## src/rtl/lfsr_sequencer.sv

```systemverilog
// Fibonacci LFSR controller driving an external shift register datapath.
// Loads a seed, shifts STEPS times per word, presents words on valid/ready.
module lfsr_sequencer #(
    parameter int unsigned      NBITS = 8,
    parameter logic [NBITS-1:0] TAPS  = 8'hB8,
    parameter int unsigned      STEPS = NBITS
) (
    input  logic             clk,
    input  logic             rst_n,
    input  logic [NBITS-1:0] cfg_seed,
    input  logic             cfg_load,
    input  logic             run,
    output logic             word_valid,
    input  logic             word_ready,
    output logic [NBITS-1:0] word_data,
    output logic             busy,
    output logic             zero_seed,
    output logic [15:0]      word_count,
    output logic             sr_rst,
    output logic             sr_en,
    output logic             sr_shift_in,
    output logic [NBITS-1:0] sr_seed,
    input  logic [NBITS-1:0] sr_q
);

    typedef enum logic [1:0] {
        S_IDLE,
        S_LOAD,
        S_FILL,
        S_PRESENT
    } state_t;

    localparam logic [7:0]       LP_LAST = 8'(STEPS - 1);
    localparam logic [NBITS-1:0] LP_ONE  = NBITS'(1);

    state_t           r_state;
    state_t           w_nxt;
    logic [NBITS-1:0] r_seed;
    logic [7:0]       r_step;
    logic [15:0]      r_count;
    logic             r_zero;
    logic             r_valid;
    logic             r_busy;
    logic             r_en;
    logic             r_load;
    logic             w_q_zero;
    logic             w_seed_zero;

    assign w_q_zero    = (sr_q == '0);
    assign w_seed_zero = (cfg_seed == '0);

    always_comb begin
        w_nxt = r_state;
        unique case (r_state)
            S_IDLE: w_nxt = S_IDLE;
            S_LOAD: w_nxt = S_FILL;
            S_FILL: begin
                if (w_q_zero) begin
                    w_nxt = S_LOAD;
                end else if (r_step == LP_LAST) begin
                    w_nxt = S_PRESENT;
                end
            end
            S_PRESENT: begin
                if (word_ready) begin
                    w_nxt = run ? S_FILL : S_IDLE;
                end
            end
            default: w_nxt = S_IDLE;
        endcase
        // A load aborts whatever is in flight, even a word being accepted.
        if (cfg_load) begin
            w_nxt = S_LOAD;
        end
    end

    always_ff @(posedge clk) begin
        if (!rst_n) begin
            r_state <= S_IDLE;
            r_seed  <= LP_ONE;
            r_step  <= '0;
            r_count <= '0;
            r_zero  <= 1'b0;
            r_valid <= 1'b0;
            r_busy  <= 1'b0;
            r_en    <= 1'b0;
            r_load  <= 1'b0;
        end else begin
            r_state <= w_nxt;
            r_valid <= (w_nxt == S_PRESENT);
            r_busy  <= (w_nxt != S_IDLE);
            r_en    <= (w_nxt == S_FILL);
            r_load  <= (w_nxt == S_LOAD);
            unique case (r_state)
                S_IDLE: r_step <= '0;
                S_LOAD: begin
                    r_step  <= '0;
                    r_count <= '0;
                end
                S_FILL: begin
                    // All-zero state never leaves itself; reseed with 1.
                    if (w_q_zero) begin
                        r_seed <= LP_ONE;
                    end else begin
                        r_step <= r_step + 8'd1;
                    end
                end
                S_PRESENT: begin
                    if (word_ready) begin
                        r_count <= r_count + 16'd1;
                        r_step  <= '0;
                    end
                end
                default: r_step <= '0;
            endcase
            if (cfg_load) begin
                r_seed <= w_seed_zero ? LP_ONE : cfg_seed;
                r_zero <= w_seed_zero;
            end
        end
    end

    assign sr_shift_in = ^(sr_q & TAPS);
    assign sr_rst      = ~rst_n | r_load;
    assign sr_seed     = rst_n ? r_seed : LP_ONE;
    assign sr_en       = r_en;
    assign word_valid  = r_valid;
    assign word_data   = sr_q;
    assign busy        = r_busy;
    assign zero_seed   = r_zero;
    assign word_count  = r_count;

endmodule

```

## config.mk

```make
export PLATFORM = sky130hd
export DESIGN_NAME = lfsr_sequencer
export DESIGN_NICKNAME = d
export VERILOG_FILES = /design/src/rtl/lfsr_sequencer.sv
export SDC_FILE = /design/constraint.sdc
export NUM_CORES = 1
export LEC_CHECK = 0
export CAP_MARGIN = 15
export CORE_ASPECT_RATIO = 0.75
export CORE_MARGIN = 2
export CORE_UTILIZATION = 50
export CTS_CLUSTER_DIAMETER = 150
export DETAILED_ROUTE_END_ITERATION = 10
export PLACE_DENSITY = 0.85
export SYNTH_ARGS = -nofsm -noshare
export SYNTH_HDL_FRONTEND = slang
export SYNTH_SLANG_ARGS = --single-unit
```

## constraint.sdc

```tcl
create_clock -name clk -period 3.6 [get_ports clk]
set_input_delay 0.54 -clock clk [delete_from_list [all_inputs] [get_ports clk]]
set_output_delay 0.54 -clock clk [all_outputs]
set_load 0.01 [all_outputs]
```

==> impl_metrics.csv, run 1 <==
group,metric,value,unit
sta,skew,3.773,ps
pwr,ir_drop,238.3,uV
clocking,post_cts_resized,0,
hold_path,holdPathStages,2,
floorplanning,initial_utilization,51.63,%
clocking,cts_tree,"done",
hold_path,hp-class,"reg -> reg",
detailed_routing,vias,1754,
clocking,h-tree-depth,2,
critical_path,reg2reg_depth,4,
detailed_routing,wirelength,4.254,mm
pwr,p_leak,0.8647,nW
synthesis,synth.distinct_cells,40,
critical_path,ff2ff_setup_slack,1790,ps
finish,syn_to_final_growth,33.38,%
detailed_routing,first_iter_violations,69,
status,outcome,"finished, final reports clean",
clocking,cts_hold_buf,0,
detailed_routing,dr.pass1.iters,4,
critical_path,required,3060,ps
placed_design,gp_congestion,0.8244,
critical_path,start_kind,"input pin",
floorplanning,num_io_pins,59,
floorplanning,fp.coreArea,0.003637,sq mm
synthesis,syn_area,0.001878,sq mm
finish,final_common_cell,"clkdlybuf4s50_1",
sta,timing.final.crit_share,77.58,%
sta,fin_setup_tns,0,ps
placed_design,pre_cts_slack,800.1,ps
sta,setup_viol,0,
grt,grt_usage,21.09,%
finish,final_cell_mix,"clkdlybuf4s50_1 (58), dfxtp_1 (39), a21oi_1 (23)",
detailed_routing,via_per_inst,5.498,
detailed_routing,wl_per_cell,13.34,um
synthesis,syn_avg_cell_area,8.655,sq um
detailed_routing,drc,0,
sta,hold_viol_final,0,
synthesis,syn_nets,241,
grt,grt_max_degree,17,
grt,gr-total-overflow,0,
run,cap_violations,0,
grt,antenna_found_initial,0,
clocking,cts_setup_buffers,0,
detailed_routing,antenna_left,0,
floorplanning,die_h,57.08,um
critical_path,arrival,2250,ps
synthesis,synth-seq-cells,39,
hold_path,min_from,"word_count[15]",
placed_design,port_buffers,58,
finish,drive_gt1_share,4.494,%
critical_path,critPathMaxFanout,2,
sta,max_freq,358.1,MHz
floorplanning,rows,19,
synthesis,yosysWarningCount,0,
synthesis,synth-main-ff-cell,"dfxtp_1",
placed_design,dp_hpwl,3.216,mm
floorplanning,die_area,0.004268,sq mm
synthesis,synth_cells,217,
clocking,path_clk_slew,60,ps
grt,grt_pass1_vias,1593,
critical_path,critPathLaunch,"sr_q[4]",
sta,slew-limit-headroom,60.62,%
grt,grt_pass1_wl,7.051,mm
clocking,clockRootBuffer,"clkbuf_8",
critical_path,path_class,"in -> out",
finish,n_antenna_cell,0,
critical_path,r2r-start,"r_state[1]",
sta,fin_ws,807.1,ps
synthesis,synth_edf_count,0,
sta,fin_crit,2793,ps
hold_path,min_to,"word_count[15]",
clocking,clock-sinks,39,
critical_path,end_kind,"output port",
finish,nets,292,
pwr,powerDensity,320.1,mW/mm^2
floorplanning,die_w,74.77,um
clocking,clock_path_buffers,2,
synthesis,ys_seq_area_share,41.57,%
sta,maxSlewViolCount,0,
sta,worstMarginPinSlew,583.1,ps
synthesis,async_reset_ff_share,0,%
sta,rsz0062_at_grt,"no",
clocking,clkLatencyLatePin,280,ps
clocking,cts_made_buffers,5,
critical_path,reg2reg_to,"word_count[15]",
-- where the power goes --
group | switching (mW) | internal [mW] | leakage, nW
Clock | 0.130 | 0.129 | 0.0371
Combinational | 0.0418 | 0.0564 | 0.511
Sequential | 0.00470 | 0.440 | 0.317
Total | 0.176 | 0.626 | 0.865
-- Yosys cell counts (4+ instances only) --
master    number  share of area (%)
clkbuf_1       4               0.80
nand2_1       11                2.2
nor4_1         4                1.3
o21ai_0       17                4.5
or3_1         13                4.3
o31ai_1        6                2.4
nand3_1        8                2.1
buf_4          9                3.6
a21oi_1       23                6.1
nand2b_1       4                1.3
dfxtp_1       39                 42
inv_1         10                2.0
nor2_1        11                2.2
and2_1         9                3.0
a22o_1         7                3.3
nand4_1        6                2.0
or4_1          6                2.4
-- worst max path at each step --
stage | to | slack (ps) | depth (start not counted)
CTS | sr_shift_in | 800 | 6
global route | sr_shift_in | 720 | 6
floorplan | r_step[5] | 1780 | 6
detailed placement | sr_shift_in | 800 | 6
finish | sr_shift_in | 810 | 6
global placement | sr_shift_in | 860 | 6
-- area by class of cell --
type	instances	area, sq um
clock buffers	6	72.57
fillers	304	1132
inverters	10	37.54
multi-input cells	153	960.9
flip-flops and latches	39	780.7
well taps	52	65.06
repair buffers	59	588.1
-- state kept, by name, indices dropped and copies added (netlist names), 2 cells and up --
name,count
word_count,16
r_seed,8
r_step,8
r_state,2
-- worst max-delay path, stage by stage --
cell and delay, ps:
clkdlybuf4s50_1 480, inv_1 50, ha_1 290, xnor2_1 200, xnor2_1 140, clkdlybuf4s50_1 550
-- kinds of logic (layout without fill, tap and decap cells) --
family                     after synthesis  after routing  share of synthesized area (%)
DFF                                     39             39                          41.57
adders and majority gates                3              3                          1.999
muxes                                    1              1                         0.5330
and+or+nand+nor                         85             85                          26.98
buffers and inverters                   25             75                          7.261
xor gates and xnor gates                 3              3                          1.399
AOI/OAI and AO/OA                       61             61                          20.25
-- metal layers --
| layer | vias up | wire length (um) | GRT usage [%] |
|---|---|---|---|
| met5 | - | 0 | 0 |
| met4 | 0 | 38 | 6.122 |
| met3 | 4 | 275 | 5.300 |
| met2 | 45 | 1933 | 33.00 |
| met1 | 815 | 2006 | 28.97 |
| li1 | 890 | - | - |
-- metrics by stage --
stage	hold slack (ps)	util [%]	instance area [sq um]	total power [mW]	instances
after global routing	520.4	68.87	2505	0.8366	319
final	487.7	68.87	2505	0.8018	319
after global placement	460.1	66.87	2432	0.5511	313
after CTS	480.1	68.87	2505	0.8079	319
after floorplan	446.5	-	1878	0.4994	217
after detailed placement	467.9	66.87	2432	0.5530	313
Note: power is estimated with default switching activity, not from simulation.
==> run 2, diff against run 1 <==
CORE_UTILIZATION = 46   (was 50)
PLACE_DENSITY = 0.79   (was 0.85)
clock period = 2.7 ns   (was 3.6 ns; I/O delays follow)
==> run 2 against run 1 <==
Compared with the run above: clock skew up 1.1 ps; first-iteration DRC count up 19%; register-to-register slack worse by 880 ps; critical endpoint unchanged; highest routed layer unchanged.
==> impl_metrics.csv, run 2 (same netlist as run 1, synthesis figures left out) <==
group,metric,value,unit
status,outcome,"finished, final reports clean",
floorplanning,fp.coreArea,0.003979,sq mm
sta,fin_crit,2487,ps
grt,grt_pass1_vias,1422,
floorplanning,initial_utilization,47.20,%
hold_path,hp-class,"reg -> reg",
detailed_routing,wl_per_cell,12.78,um
pwr,powerDensity,428.7,mW/mm^2
finish,nets,294,
pwr,ir_drop,266.3,uV
clocking,cts_hold_buf,0,
finish,drive_gt1_share,5.204,%
clocking,post_cts_resized,0,
sta,slew-limit-headroom,62.60,%
sta,fin_setup_tns,0,ps
clocking,h-tree-depth,2,
sta,fin_ws,212.5,ps
critical_path,start_kind,"input pin",
finish,syn_to_final_growth,34.38,%
finish,n_antenna_cell,0,
detailed_routing,wirelength,4.141,mm
detailed_routing,vias,1745,
sta,maxSlewViolCount,0,
clocking,clock-sinks,39,
grt,grt_max_degree,17,
grt,grt_usage,18.48,%
run,cap_violations,0,
critical_path,critPathMaxFanout,2,
finish,largest_register_ffs,16,
clocking,clkLatencyLatePin,290,ps
sta,rsz0062_at_grt,"no",
placed_design,dp_hpwl,3.073,mm
pwr,total_power,1.082,mW
pwr,p_leak,0.8736,nW
floorplanning,rows,20,
critical_path,path_class,"in -> out",
detailed_routing,dr.pass1.iters,4,
sta,hold_viol_final,0,
clocking,path_clk_slew,70,ps
floorplanning,die_h,59.34,um
floorplanning,num_io_pins,59,
clocking,cts_setup_buffers,0,
finish,final_common_cell,"clkdlybuf4s50_1",
placed_design,port_buffers,58,
sta,worstMarginPinSlew,555.8,ps
sta,max_freq,402.0,MHz
clocking,cts_made_buffers,5,
clocking,clockRootBuffer,"clkbuf_8",
critical_path,required,2300,ps
critical_path,arrival,2080,ps
floorplanning,die_w,77.78,um
finish,final_cell_mix,"clkdlybuf4s50_1 (58), dfxtp_1 (39), a21oi_1 (23)",
clocking,clock_path_buffers,2,
grt,gr-total-overflow,0,
detailed_routing,drc,0,
detailed_routing,antenna_left,0,
detailed_routing,first_iter_violations,82,
clocking,cts_tree,"done",
sta,setup_viol,0,
detailed_routing,via_per_inst,5.386,
grt,grt_pass1_wl,6.672,mm
critical_path,end_kind,"output port",
floorplanning,die_area,0.004615,sq mm
sta,timing.final.crit_share,92.13,%
placed_design,gp_congestion,0.7736,
sta,skew,4.836,ps
placed_design,pre_cts_slack,188.5,ps
grt,antenna_found_initial,0,
run 2: layer usage:
| metal | vias to the layer above | routed length [um] | GRT usage, % |
|---|---|---|---|
| met3 | 10 | 241 | 5.183 |
| met5 | - | 0 | 0 |
| met2 | 44 | 1713 | 26.85 |
| met4 | 0 | 76 | 7.653 |
| li1 | 891 | - | - |
| met1 | 800 | 2109 | 25.90 |
run 2: path summary, 6_finish.rpt:
path	start	to	slack, ps	cells after the start
setup / recovery	sr_q[4]	sr_shift_in	210	6
hold / removal	word_count[15]	word_count[15]	480	2
setup reg to reg	r_state[0]	r_step[6]	910	4
hold reg to reg	word_count[15]	word_count[15]	480	2
run 2: critical path, cell delays in order:
cell	delay, ps
clkdlybuf4s50_1	470
inv_1	40
ha_1	300
xnor2_1	180
xnor2_1	140
clkdlybuf4s50_1	550
run 2: cell type report:
type	instances	area [sq um]
fill	337	1455
multi-input combinational	153	960.9
sequential	39	780.7
timing repair buffer	61	603.1
clock buffer	6	72.57
tap	55	68.82
inverter	10	37.54
run 2: power by group:
part,leakage [nW],switching [mW],internal (mW)
combinational,0.520,0.0558,0.0763
clock,0.0371,0.185,0.172
sequential,0.317,0.00619,0.587
total,0.874,0.247,0.835
run 2: stage by stage:
stage | cell area (sq um) | instances | hold WS [ps] | util, %
after CTS | 2524 | 324 | 480.6 | 63.43
after floorplan | 1878 | 217 | 446.5 | -
after global routing | 2524 | 324 | 495.4 | 63.43
after global placement | 2451 | 318 | 455.3 | 61.60
final | 2524 | 324 | 479.6 | 63.43
after detailed placement | 2451 | 318 | 467.0 | 61.60
==> run 3, diff against run 2 <==
ABC_AREA = 0   (was default)
SKIP_LAST_GASP = 1   (was default)
clock period = 2.6 ns   (was 2.7 ns; I/O delays follow)
==> run 3 against run 2 <==
Compared with the run above: sequential power up 3.9%; total power up 11%; cell count up 0.93%; sequential cell count unchanged; critical endpoint unchanged; routed wire length up 2.5%; core utilization up 1.1 points; clock power up 25%; critical path depth unchanged; first-iteration DRC count down 18%; clock skew down 1.5 ps; hold slack better by 3.9 ps.
==> impl_metrics.csv, run 3 (same netlist as run 1, synthesis figures left out) <==
group,metric,value,unit
finish,final_util,64.50,%
finish,drive_gt1_share,6.618,%
finish,nets,295,
finish,multi_input_area,968.4,sq um
clocking,cts_setup_buffers,0,
detailed_routing,drc,0,
grt,gr-total-overflow,0,
finish,n_antenna_cell,0,
detailed_routing,wl_per_cell,12.98,um
critical_path,required,2210,ps
sta,maxSlewViolCount,0,
floorplanning,die_area,0.004615,sq mm
floorplanning,die_w,77.78,um
critical_path,path_class,"in -> out",
finish,syn_to_final_growth,36.64,%
critical_path,arrival,2060,ps
pwr,ir_drop,295.0,uV
clocking,cts_made_buffers,5,
sta,fin_setup_tns,0,ps
pwr,powerDensity,468.0,mW/mm^2
detailed_routing,antenna_left,0,
sta,timing.final.crit_share,94.19,%
clocking,clkLatencyLatePin,290,ps
clocking,h-tree-depth,2,
sta,max_freq,408.3,MHz
grt,antenna_found_initial,0,
critical_path,critPathMaxFanout,2,
clocking,path_clk_slew,70,ps
grt,grt_pass1_wl,6.755,mm
hold_path,min_from,"r_step[7]",
status,outcome,"finished, final reports clean",
detailed_routing,wirelength,4.244,mm
clocking,clock-sinks,39,
clocking,clock_path_buffers,2,
floorplanning,die_h,59.34,um
floorplanning,initial_utilization,47.20,%
floorplanning,num_io_pins,59,
clocking,cts_tree,"done",
grt,grt_pass1_vias,1486,
sta,hold_viol_final,0,
finish,seq_area,780.7,sq um
detailed_routing,vias,1750,
hold_path,hp-class,"reg -> reg",
critical_path,critPathLaunch,"sr_q[4]",
sta,worstMarginPinSlew,519.0,ps
finish,final_cell_mix,"clkdlybuf4s50_1 (58), dfxtp_1 (39), a21oi_1 (23)",
critical_path,r2r-start,"word_count[0]",
sta,slew-limit-headroom,64.95,%
clocking,clockRootBuffer,"clkbuf_8",
finish,largest_register_ffs,16,
detailed_routing,dr.pass1.iters,4,
sta,skew,3.329,ps
detailed_routing,via_per_inst,5.352,
grt,grt_usage,18.74,%
grt,grt_max_degree,17,
sta,fin_crit,2449,ps
placed_design,port_buffers,58,
critical_path,end_kind,"output port",
placed_design,dp_hpwl,3.157,mm
finish,final_common_cell,"clkdlybuf4s50_1",
run,cap_violations,0,
sta,rsz0062_at_grt,"no",
pwr,p_leak,0.8984,nW
floorplanning,fp.coreArea,0.003979,sq mm
sta,setup_viol,0,
floorplanning,rows,20,
placed_design,gp_congestion,0.7997,
critical_path,start_kind,"input pin",
detailed_routing,first_iter_violations,67,
finish,num-fill-cells,325,
## run 3: repair_timing
item / CTS / global route
endpoints found under the setup margin: 0 / 1
endpoints found under the hold margin: 0 / 0
resized for setup: 0 / 1
hold buffers: 0 / 0
## run 3: worst max-delay path, stage by stage
cell	delay, ps
clkdlybuf4s50_1	470
inv_1	50
ha_1	320
xnor2_2	150
xnor2_1	130
clkdlybuf4s50_1	550
## run 3: final timing paths
kind / cells after the start / slack, ps / end
max: 6 / 150 / sr_shift_in
max reg2reg: 4 / 820 / word_count[14]
min reg2reg: 2 / 480 / r_step[7]
min: 2 / 480 / r_step[7]
## run 3: per-stage QoR
| stage | total power, mW | worst slack (ps) | std cells | instance area [sq um] | hold slack (ps) |
|---|---|---|---|---|---|
| 5_1_grt | 1.253 | 21.25 | 327 | 2566 | 508.8 |
| 4_1_cts | 1.210 | 120.0 | 327 | 2559 | 475.3 |
| 6_report | 1.201 | 151.0 | 327 | 2566 | 483.5 |
| 2_1_floorplan | 0.6914 | 930.2 | 217 | 1878 | 446.5 |
| 3_5_place_dp | 0.7672 | 128.3 | 319 | 2459 | 465.3 |
| 3_3_place_gp | 0.7655 | 160.2 | 319 | 2459 | 455.0 |
## run 3: final cells by class
class | count | share of cell area (%)
Sequential cell | 39 | 30.42
Timing Repair Buffer | 62 | 23.79
Multi-Input combinational cell | 153 | 37.74
Inverter | 10 | 1.463
Clock buffer | 8 | 3.901
Tap cell | 55 | 2.682
## run 3: power breakdown
group / switching (mW) / internal [mW] / total, mW / leakage, nW
Sequential: 0.00643 / 0.609 / 0.616 / 0.317
Combinational: 0.0586 / 0.0817 / 0.140 / 0.530
Clock: 0.203 / 0.242 / 0.445 / 0.0515
## run 3: routing by layer
metal	global-route usage [%]	wire [um]	vias up
met5	0	0	-
met4	6.888	65	0
met3	5.335	245	7
met2	28.20	1844	47
met1	25.78	2088	792
li1	-	-	904
